File: config.mk
export PLATFORM = sky130hd
export DESIGN_NAME = sumador_8bits_sync
export DESIGN_NICKNAME = d
export VERILOG_FILES = /design/src/rtl/sumador_pkg.sv /design/src/rtl/sumador_8bits_sync_full_adder.sv /design/src/rtl/sumador_8bits_sync.sv
export SDC_FILE = /design/constraint.sdc
export NUM_CORES = 1
export LEC_CHECK = 0
export BUFFER_PORTS_ARGS = -buffer_cell sky130_fd_sc_hd__buf_2
export CORE_UTILIZATION = 30
export CTS_CLUSTER_SIZE = 28
export DETAILED_ROUTE_END_ITERATION = 7
export PLACE_DENSITY_LB_ADDON = 0.2
export SYNTH_ARGS = -nofsm -noshare
export SYNTH_HDL_FRONTEND = slang
export SYNTH_SLANG_ARGS = --single-unit
export TNS_END_PERCENT = 30
File: constraint.sdc
create_clock -name clk -period 2.1 [get_ports clk]
set_clock_uncertainty 0.05 [all_clocks]
set_input_delay 0.42 -clock clk [delete_from_list [all_inputs] [get_ports clk]]
set_output_delay 0.42 -clock clk [all_outputs]
set_load 0.05 [all_outputs]
File: src/rtl/sumador_pkg.sv
// Shared constants and types for the registered 8-bit adder.
// Contents:
//   SUM_WIDTH - default operand width
//   operand_t - one operand
//   sum_t     - full-precision sum; the top bit is the carry-out
package sumador_pkg;

  localparam int unsigned SUM_WIDTH = 8;

  typedef logic [SUM_WIDTH-1:0] operand_t;
  typedef logic [SUM_WIDTH:0]   sum_t;

endpackage

File: src/rtl/sumador_8bits_sync_full_adder.sv
// One-bit combinational full adder. It is one stage of the ripple chain.
// Ports:
//   a, b - operand bits
//   cin  - carry in from the previous stage
//   s    - sum bit
//   cout - carry out to the next stage
module full_adder (
  input  logic a,
  input  logic b,
  input  logic cin,
  output logic s,
  output logic cout
);

  assign s    = a ^ b ^ cin;
  assign cout = (a & b) | (cin & (a ^ b));

endmodule

File: src/rtl/sumador_8bits_sync.sv
// Registered ripple-carry adder: D8 = A8 + B8 + Carry_i, one cycle after valid_i.
// Optional feature: define SUMADOR_OVF_EN to add the registered two's-complement
// overflow flag ovf_o.
// Ports:
//   clk     - rising-edge clock
//   rst_n   - asynchronous active-low reset
//   A8, B8  - unsigned operands
//   Carry_i - carry-in to stage 0
//   valid_i - operands valid this cycle
//   D8      - registered sum; D8[WIDTH] is the carry-out
//   valid_o - D8 holds a new result this cycle
//   ovf_o   - signed overflow of the WIDTH-bit result (SUMADOR_OVF_EN only)
module sumador_8bits_sync
  import sumador_pkg::*;
#(
  parameter int unsigned WIDTH = SUM_WIDTH
) (
  input  logic             clk,
  input  logic             rst_n,
  input  logic [WIDTH-1:0] A8,
  input  logic [WIDTH-1:0] B8,
  input  logic             Carry_i,
  input  logic             valid_i,
  output logic [WIDTH:0]   D8,
  output logic             valid_o
`ifdef SUMADOR_OVF_EN
  ,
  output logic             ovf_o
`endif
);

  logic [WIDTH:0]   carry;
  logic [WIDTH-1:0] sum_bits;
  logic [WIDTH:0]   d8_d, d8_q;
  logic             valid_q;

  assign carry[0] = Carry_i;

  for (genvar i = 0; i < WIDTH; i++) begin : g_ripple
    full_adder u_fa (
      .a    (A8[i]),
      .b    (B8[i]),
      .cin  (carry[i]),
      .s    (sum_bits[i]),
      .cout (carry[i+1])
    );
  end

  assign d8_d = {carry[WIDTH], sum_bits};

  // valid_o tracks valid_i directly. D8 only loads on valid and holds otherwise.
  always_ff @(posedge clk or negedge rst_n) begin
    if (!rst_n) begin
      d8_q    <= '0;
      valid_q <= 1'b0;
    end else begin
      valid_q <= valid_i;
      if (valid_i) begin
        d8_q <= d8_d;
      end
    end
  end

  assign D8      = d8_q;
  assign valid_o = valid_q;

`ifdef SUMADOR_OVF_EN
  logic ovf_d, ovf_q;

  // The operands share a sign, but the result sign differs from it.
  assign ovf_d = (A8[WIDTH-1] == B8[WIDTH-1]) && (sum_bits[WIDTH-1] != A8[WIDTH-1]);

  always_ff @(posedge clk or negedge rst_n) begin
    if (!rst_n) begin
      ovf_q <= 1'b0;
    end else if (valid_i) begin
      ovf_q <= ovf_d;
    end
  end

  assign ovf_o = ovf_q;
`endif

endmodule

# Yosys cells after proc, flatten, opt, wreduce, memory -nomap -nowiden

Cells that the tools add are included.

$add $sub $neg: 0
Multiply operators: 0
Divide/modulo/power cells: 0
$lt $le $gt $ge: 0
Eq/ne operators: 0
Shift operators: 0
Muxes and demuxes: 0
Bitwise operators: 40
Reduce and logical (&&, ||, !) cells: 0

Operator list:

| operator          | number |
|---|---|
| bitwise AND 1 bit | 16 |
| XOR 1 bit         | 16 |
| OR 1 bit          | 8 |

Register bits after elaboration: 10
Bits in latches: 0
Memory bits (writable): 0
ROM bits: 0
Bits of input ports: 20
Output and inout bits: 10
Word-level logic and storage cells: 42
Memories: 0

# Longest topological paths before layout

Gate-level depths: netlist of run 1.

Word-level depth: 17
Mapped depth: 12

# Modules after synthesis

From an unflattened synthesis of run 1, not the netlist that was laid out.

Cells, all modules: 28
Area, all modules: 556.8 µm²

Modules (own cells, without submodules):

| module             | instances | cells an instance | area each (µm²) | sequential area each (µm²) |
|---|---|---|---|---|
| sumador_8bits_sync | 1         | 20                | 396.6           | 250.2 |
| full_adder         | 8         | 1                 | 20.0            | 0.0 |

# Least setup slack after synthesis of run 1

OpenSTA, ideal clock, no wires.

Path kind: input-to-reg
Start: input port A8[0]
End: register d8_q[7], in the netlist D8[7]
Data arrival time: 3.500 ns
Slack: -1.529 ns
Stages: 12
Path buffers: 0
Path through: inv_1 > fa_1 > inv_1 > fa_1 > fa_1 > fa_1 > fa_1 > fa_1 > fa_1 > inv_1 > fa_1 > mux2i_1

Word-level cells in the longest chain between the ends: 16
Elaborated cells on any way between the ends: 17
Those cells by class: bitwise: 17

RTL lines:

| element               | line                                | source |
|---|---|---|
| from (decl)           | sumador_8bits_sync.sv:20            | `input logic [WIDTH-1:0] A8,` |
| XOR 1 bit             | sumador_8bits_sync_full_adder.sv:16 | `assign cout = (a & b) \| (cin & (a ^ b));` |
| bitwise AND 1 bit     | sumador_8bits_sync_full_adder.sv:16 |  |
| OR 1 bit (*)          | sumador_8bits_sync_full_adder.sv:16 |  |
| bitwise AND 1 bit (*) | sumador_8bits_sync_full_adder.sv:16 |  |
| OR 1 bit (*)          | sumador_8bits_sync_full_adder.sv:16 |  |
| bitwise AND 1 bit (*) | sumador_8bits_sync_full_adder.sv:16 |  |
| OR 1 bit (*)          | sumador_8bits_sync_full_adder.sv:16 |  |
| bitwise AND 1 bit (*) | sumador_8bits_sync_full_adder.sv:16 |  |
| OR 1 bit (*)          | sumador_8bits_sync_full_adder.sv:16 |  |
| bitwise AND 1 bit (*) | sumador_8bits_sync_full_adder.sv:16 |  |
| OR 1 bit (*)          | sumador_8bits_sync_full_adder.sv:16 |  |
| bitwise AND 1 bit (*) | sumador_8bits_sync_full_adder.sv:16 |  |
| OR 1 bit (*)          | sumador_8bits_sync_full_adder.sv:16 |  |
| bitwise AND 1 bit (*) | sumador_8bits_sync_full_adder.sv:16 |  |
| OR 1 bit (*)          | sumador_8bits_sync_full_adder.sv:16 |  |
| XOR 1 bit (*)         | sumador_8bits_sync_full_adder.sv:15 | `assign s = a ^ b ^ cin;` |
| to (signal assigned)  | sumador_8bits_sync.sv:54            | `d8_q <= '0;` |
| to (signal assigned)  | sumador_8bits_sync.sv:59            | `d8_q <= d8_d;` |
| to (decl)             | sumador_8bits_sync.sv:34            | `logic [WIDTH:0] d8_d, d8_q;` |

Mark *: on every way between the ends. The rest lies on a longest branch, timed or not.
A chain may end at the register's enable or synchronous reset.

# Final worst setup path of run 1

Start: input port B8[0]
End: register d8_q[7], in the netlist D8[7]

Word-level cells in the longest chain between the ends: 16
Elaborated cells on any way between the ends: 17
Those cells by class: bitwise: 17

RTL lines:

| element               | line                                | source |
|---|---|---|
| from (decl)           | sumador_8bits_sync.sv:21            | `input logic [WIDTH-1:0] B8,` |
| XOR 1 bit             | sumador_8bits_sync_full_adder.sv:16 |  |
| bitwise AND 1 bit     | sumador_8bits_sync_full_adder.sv:16 |  |
| OR 1 bit (*)          | sumador_8bits_sync_full_adder.sv:16 |  |
| bitwise AND 1 bit (*) | sumador_8bits_sync_full_adder.sv:16 |  |
| OR 1 bit (*)          | sumador_8bits_sync_full_adder.sv:16 |  |
| bitwise AND 1 bit (*) | sumador_8bits_sync_full_adder.sv:16 |  |
| OR 1 bit (*)          | sumador_8bits_sync_full_adder.sv:16 |  |
| bitwise AND 1 bit (*) | sumador_8bits_sync_full_adder.sv:16 |  |
| OR 1 bit (*)          | sumador_8bits_sync_full_adder.sv:16 |  |
| bitwise AND 1 bit (*) | sumador_8bits_sync_full_adder.sv:16 |  |
| OR 1 bit (*)          | sumador_8bits_sync_full_adder.sv:16 |  |
| bitwise AND 1 bit (*) | sumador_8bits_sync_full_adder.sv:16 |  |
| OR 1 bit (*)          | sumador_8bits_sync_full_adder.sv:16 |  |
| bitwise AND 1 bit (*) | sumador_8bits_sync_full_adder.sv:16 |  |
| OR 1 bit (*)          | sumador_8bits_sync_full_adder.sv:16 |  |
| XOR 1 bit (*)         | sumador_8bits_sync_full_adder.sv:15 |  |

Marked as above.

==> results.md, run 1 <==
- Max VDD drop: 0.452 mV
- CTS tree: built
- Reg2Reg Depth: 1
- Syn Std Cell Area: 574 um^2
- Worst setup SP type: input port
- Slew HR: 79.5%
- Area of the core: 0.00176 mm^2
- Violated checks: negative setup slack
- Starting Density: 32.6%
- Slew Viols, Final: 0
- Clk sinks: 10
- Number of fill cells: 182
- Final cycle utilization of the critical path: 160%
- Final hold violations: 0
- Synth Register Bits: 10
- Leakage: 0.000419 uW
- Pwr Total: 732 uW
- Setup Buffers After CTS: 0
- Vias in the first global route: 354
- Count leader, synth: dfrtp_1
- Final setup margin: -1.26 ns
- Die area: 0.00209 mm^2
- Synth cell count leaders: 10 x dfrtp_1, 9 x inv_1, 8 x fa_1
- GR Overflow Total: 0
- Hold EP: valid_o$_DFF_PN0_
- Status: finished with violations
- DRC viols: 0
- Register area share after synthesis: 43.6%
- Reg2Reg Launch Point: D8[3]$_DFFE_PN0P_
- WHS Path Cells: 1
- Area grow syn2layout: 39.4%
- Arrival time at the worst endpoint: 3.50 ns
- WL final: 1010 um
- RSZ-0062 raised after global routing: true
- Crit-path max FO: 1
- Crit path required time: 2.24 ns
- Ys flop type: dfrtp_1
- FMAX: 0.297 GHz
- Clock latency on the worst-skew pair: 0.26 ns
- Synth async-reset ratio: 100%
- Syn avg cell area: 15.1 um^2
- Routed length per instance: 10.5 um
- Clock root buffer master: clkbuf_4
- PwrDens: 915 mW/mm^2
- CTS max path bufs: 2
- Fraction of layout cells with a size suffix above 1: 66.2%
- CP Class: in -> reg
- Die width: 45.8 um
- Detailed Routing Iterations Pass 1: 2
- Mapped Nets: 66
- Post-synth top area share: 43.6%
- Ys Warns: 0
- Initial DRC count: 1
- Largest net degree at the start of global routing: 12
- Number of CTS-inserted buffers: 3
- Top cells by area, synth: dfrtp_1 44%, fa_1 28%, mux2_4 16%
- Worst slew pin tran: 0.307 ns
- Remaining antenna violation count: 0
- Final #Nets: 100
- Cells after synthesis: 38
- Die height: 45.8 um
- Max-Cap Viols: 0
- Worst R2R Setup Slack: 1.29 ns
- Critical Path Sink Type: register
- Cell row count: 15
- Via Count: 384
- Tmin final: 3.36 ns
- Boundary Pins: 30
- Gr usage total: 11.1%
- # port buffers: 29
- # diodes: 0
- Worst R2R End: D8[3]$_DFFE_PN0P_
- Setup_tns: -4.35 ns
- Post-place setup slack: -1.62 ns
- CTS clk-pin slew, worst paths: 0.07 ns
- Initial antenna violation count: 0
- Post-synth EDFFs: 0
- H-tree level count: 1
- Leading area contributor after synthesis: dfrtp_1
- DP HPWL: 809 um
- GP Congestion: 0.632
- Worst min path class: in -> reg
- Final Setup Violations: 5
- Synth unique cells: 8
- Hold Slack: 0.392 ns
- Via-to-Cell Ratio: 4.00
- First-pass GRT wire length: 1500 um
- Hold wc startpoint: valid_i
-- area by class of cell --
| type | count | area [um^2] | share of cell area (%) |
|---|---|---|---|
| clock buffer | 4 | 36.3 | 4.53 |
| inverter | 9 | 33.8 | 4.22 |
| sequential | 10 | 250 | 31.3 |
| multi-input combinational | 18 | 294 | 36.7 |
| tap | 25 | 31.3 | 3.91 |
| timing repair buffer | 30 | 155 | 19.4 |
-- cells by family after synthesis --
| kind of cell | share of synthesized area, % |
|---|---|
| flops | 43.6 |
| fa+ha+maj | 27.9 |
| buf+inv | 7.84 |
| mux | 19.2 |
| compound gates | 0.871 |
| simple gates | 0.653 |
-- power by group --
part	switching [uW]	internal (uW)	total (uW)
logic	206	105	311
clock network	64.8	105	170
registers	19.7	232	252
total	290	442	732
-- registers in the layout, summed over array words and instances, names as in the netlist --
name	cells
D8	9
valid_o	1
-- worst max-delay path: stages --
cell	delay, ns
buf_2	0.09
inv_1	0.06
fa_1	0.16
inv_1	0.05
fa_2	0.35
fa_2	0.37
fa_2	0.36
fa_2	0.35
fa_2	0.35
fa_2	0.35
inv_2	0.06
fa_1	0.40
mux2i_1	0.13
-- placed cells by master (no fill, tap or decap) --
master / instances
buf_2: 29
dfrtp_1: 10
inv_1: 7
mux2_4: 6
fa_2: 6
clkbuf_4: 3
inv_2: 2
mux2i_1: 2
fa_1: 2
nor2_1: 1
a21oi_1: 1
clkbuf_8: 1
dlygate4sd3_1: 1
-- timing repair --
| item | CTS | global route |
|---|---|---|
| setup endpoints to repair | 5 | 6 |
| endpoints found under the hold margin | 10 | 0 |
| pin swaps | 3 | 4 |
| resized for setup | 3 | 0 |
| hold buffers | 1 | 0 |
-- routing by layer --
| layer | GRT usage [%] | vias up | share of wire (%) |
|---|---|---|---|
| li1 | - | 178 | - |
| met4 | 3.53 | 0 | 0 |
| met5 | 0 | - | 0 |
| met1 | 11.8 | 188 | 40 |
| met2 | 17.7 | 18 | 52 |
| met3 | 7.54 | 0 | 8.0 |
-- metrics by stage --
| step | util [%] | instance area (um^2) | cells |
|---|---|---|---|
| after floorplan | - | 587 | 38 |
| after global placement | 42.6 | 752 | 91 |
| after detailed placement | 42.6 | 752 | 91 |
| after CTS | 45.4 | 801 | 96 |
| after global routing | 45.4 | 801 | 96 |
| final | 45.4 | 801 | 96 |
-- how the worst max path moves through the flow --
stage                     slack [ns]  depth (start not counted)                end   from
final                          -1.26                         13  D8[7]$_DFFE_PN0P_  B8[0]
after global routing           -1.34                         13  D8[7]$_DFFE_PN0P_  B8[0]
after CTS                      -1.28                         13  D8[7]$_DFFE_PN0P_  B8[0]
after detailed placement       -1.62                         13  D8[7]$_DFFE_PN0P_  A8[0]
after global placement         -1.56                         13  D8[7]$_DFFE_PN0P_  A8[0]
after floorplan                -1.36                         12  D8[7]$_DFFE_PN0P_  A8[0]
(Power assumes the default switching activity.)
==> run 2: changes to the inputs <==
--- a/config.mk
+++ b/config.mk
@@ -5,7 +5,7 @@
 export SDC_FILE = /design/constraint.sdc
 export NUM_CORES = 1
 export LEC_CHECK = 0
-export BUFFER_PORTS_ARGS = -buffer_cell sky130_fd_sc_hd__buf_2
+export BUFFER_PORTS_ARGS = -buffer_cell sky130_fd_sc_hd__clkbuf_2
 export CORE_UTILIZATION = 30
 export CTS_CLUSTER_SIZE = 28
 export DETAILED_ROUTE_END_ITERATION = 7
==> run 2 against run 1 <==
  * The flow still finishes with violations (negative setup slack)
  * Cell area unchanged
  * Worst setup slack improved by 0.062 ns
  * Via count decreased by 3.4%
  * Combinational power decreased by 1%
  * Critical path type unchanged
  * Largest cell class unchanged
==> results.md, run 2 (synthesized netlist as in run 1, its figures left out) <==
- Slew Viols, Final: 0 (unchanged)
- Violated checks: negative setup slack
- H-tree level count: 1 (unchanged)
- Max FFs per register: 9 (unchanged)
- FMAX: 0.303 GHz (+1.9%)
- Hold Slack: 0.456 ns (+0.0643 ns)
- Most frequent CP cell: fa_2
- Initial antenna violation count: 0 (unchanged)
- Initial DRC count: 4 (+3)
- PwrDens: 913 mW/mm^2 (-0.17%)
- Tmin final: 3.30 ns (-0.0623 ns)
- Max-Cap Viols: 0 (unchanged)
- Arrival time at the worst endpoint: 3.43 ns (-0.07 ns)
- First-pass GRT wire length: 1350 um (-10%)
- Worst-path cell chain: clkbuf_2, inv_1, fa_1, inv_1, fa_2, fa_2, fa_2, fa_2, fa_2, fa_2, inv_2, fa_1, mux2i_1
- Die area: 0.00209 mm^2 (unchanged)
- Worst min path class: in -> reg
- CTS max path bufs: 2 (unchanged)
- Commonest non-fill, non-tap cells in the layout: 29 x clkbuf_2, 10 x dfrtp_1, 8 x inv_1, 6 x mux2_4, 6 x fa_2
- Area of the core: 0.00176 mm^2 (unchanged)
- Crit-path max FO: 1 (unchanged)
- CTS tree: built
- CP Class: in -> reg
- Max VDD drop: 0.346 mV (-23%)
- Critical-path top delay cell: fa_1
- # diodes: 0 (unchanged)
- Post-place setup slack: -1.57 ns (+0.0424 ns)
- Worst setup path end: D8[7]$_DFFE_PN0P_
- Reg2Reg Depth: 1 (unchanged)
- Status: finished with violations
- Commonest non-fill, non-tap cell in the layout: clkbuf_2
- GP Congestion: 0.572 (-9.6%)
- Number of CTS-inserted buffers: 3 (unchanged)
- Via Count: 371 (-3.4%)
- DP Cell Count: 91 (unchanged)
- Clock latency on the worst-skew pair: 0.26 ns (about the same)
- Clk sinks: 10 (unchanged)
- WL final: 914 um (-9.4%)
- RSZ-0062 raised after global routing: true
- Worst setup SP type: input port
- Routed length per instance: 9.52 um (-9.4%)
- Final Core Density: 45.4% (unchanged)
- Fraction of layout cells with a size suffix above 1: 64.8% (-1.4 points)
- Final hold violations: 0 (unchanged)
- Reg2Reg Launch Point: D8[5]$_DFFE_PN0P_
- CTS clk-pin slew, worst paths: 0.07 ns (about the same)
- Leakage: 0.000427 uW (+1.8%)
- Finished Layout Cells: 96 (unchanged)
- Final cycle utilization of the critical path: 157% (-3.0 points)
- Worst R2R Setup Slack: 1.29 ns (about the same)
- Area grow syn2layout: 39.4% (unchanged)
- Launch point of the worst path: A8[0]
- Gr usage total: 9.72% (-1.4 points)
- Final #Nets: 100 (unchanged)
- Die height: 45.8 um (unchanged)
- Crit path required time: 2.24 ns (about the same)
- Boundary Pins: 30 (unchanged)
- Via-to-Cell Ratio: 3.86 (-3.4%)
- GR Overflow Total: 0 (unchanged)
- Slowest cell delay on critical path: 0.40 ns (about the same)
- Remaining antenna violation count: 0 (unchanged)
- Worst slew pin tran: 0.341 ns (+0.0336 ns)
- # port buffers: 29 (unchanged)
- Die width: 45.8 um (unchanged)
- Final Setup Violations: 5 (unchanged)
- DP HPWL: 769 um (-4.9%)
- Vias in the first global route: 347 (-2.0%)
- Final setup margin: -1.20 ns (+0.0623 ns)
- DRC viols: 0 (unchanged)
- Pwr Total: 731 uW (-0.17%)
- Critical Path Sink Type: register
- Largest net degree at the start of global routing: 12 (unchanged)
- Slew HR: 77.3% (-2.2 points)
- Worst R2R End: D8[5]$_DFFE_PN0P_
- Cell row count: 15 (unchanged)
- Detailed Routing Iterations Pass 1: 2 (unchanged)
- Starting Density: 32.6% (unchanged)
- Clock root buffer master: clkbuf_4
==> run 2: cell types whose count changed in the layout (fill, tap and decap cells not counted) <==
cell      delta
buf_2       -29
clkbuf_2    +29
inv_2        -1
inv_1        +1
==> run 2: worst max-delay path: cells and delay by family <==
| kind | cells | cell delay (ns) |
|---|---|---|
| multiplexers | 1 | 0.13 |
| buffers and inverters | 4 | 0.26 |
| adder cells (fa/ha/maj) | 8 | 2.64 |
==> run 2: final cells by class <==
cell class,instances,area [um^2]
clock buffers,4,36.3
fillers,177,963
inverters,9,33.8
flip-flops and latches,10,250
well taps,25,31.3
multi-input cells,18,294
repair buffers,30,155
==> run 2: where the power goes <==
group	internal, uW	leakage, uW	total (uW)	switching, uW
clock	105	0.0000210	171	65.4
sequential	232	0.000116	254	21.2
combinational	103	0.000289	307	204
total	440	0.000427	731	291
==> run 2: timing repair <==
action / 4_1_cts / 5_1_grt
pin swaps: 1 / 0
hold buffers: 1 / 0
setup buffers: 0 / 0
resized for setup: 2 / 0
hold endpoints to repair: 10 / 0
setup endpoints to repair: 5 / 5
==> run 2: stage by stage <==
step	area, um^2	setup TNS, ns
after CTS	801	-4.07
after detailed placement	752	-6.05
after global placement	752	-5.92
after global routing	801	-4.31
final	801	-4.02
after floorplan	587	-4.92
==> run 2: worst min-delay path by stage <==
stage             from                 to  slack, ns  cells past startpoint
2_1_floorplan    rst_n  D8[0]$_DFFE_PN0P_       0.07                      0
3_3_place_gp     rst_n  D8[2]$_DFFE_PN0P_       0.25                      1
3_5_place_dp     rst_n  D8[3]$_DFFE_PN0P_       0.26                      1
4_1_cts        valid_i  valid_o$_DFF_PN0_       0.46                      1
5_1_grt        valid_i  valid_o$_DFF_PN0_       0.45                      1
6_report       valid_i  valid_o$_DFF_PN0_       0.46                      1
==> run 2: routing by layer <==
metal / GRT usage (%) / wire [um] / vias to the layer above / share of wire, %
met5: 0 / 0 / - / 0
met4: 1.76 / 0 / 0 / 0
met1: 10.6 / 367 / 170 / 40
li1: - / - / 181 / -
met2: 15.4 / 465 / 20 / 51
met3: 7.14 / 81 / 0 / 8.9
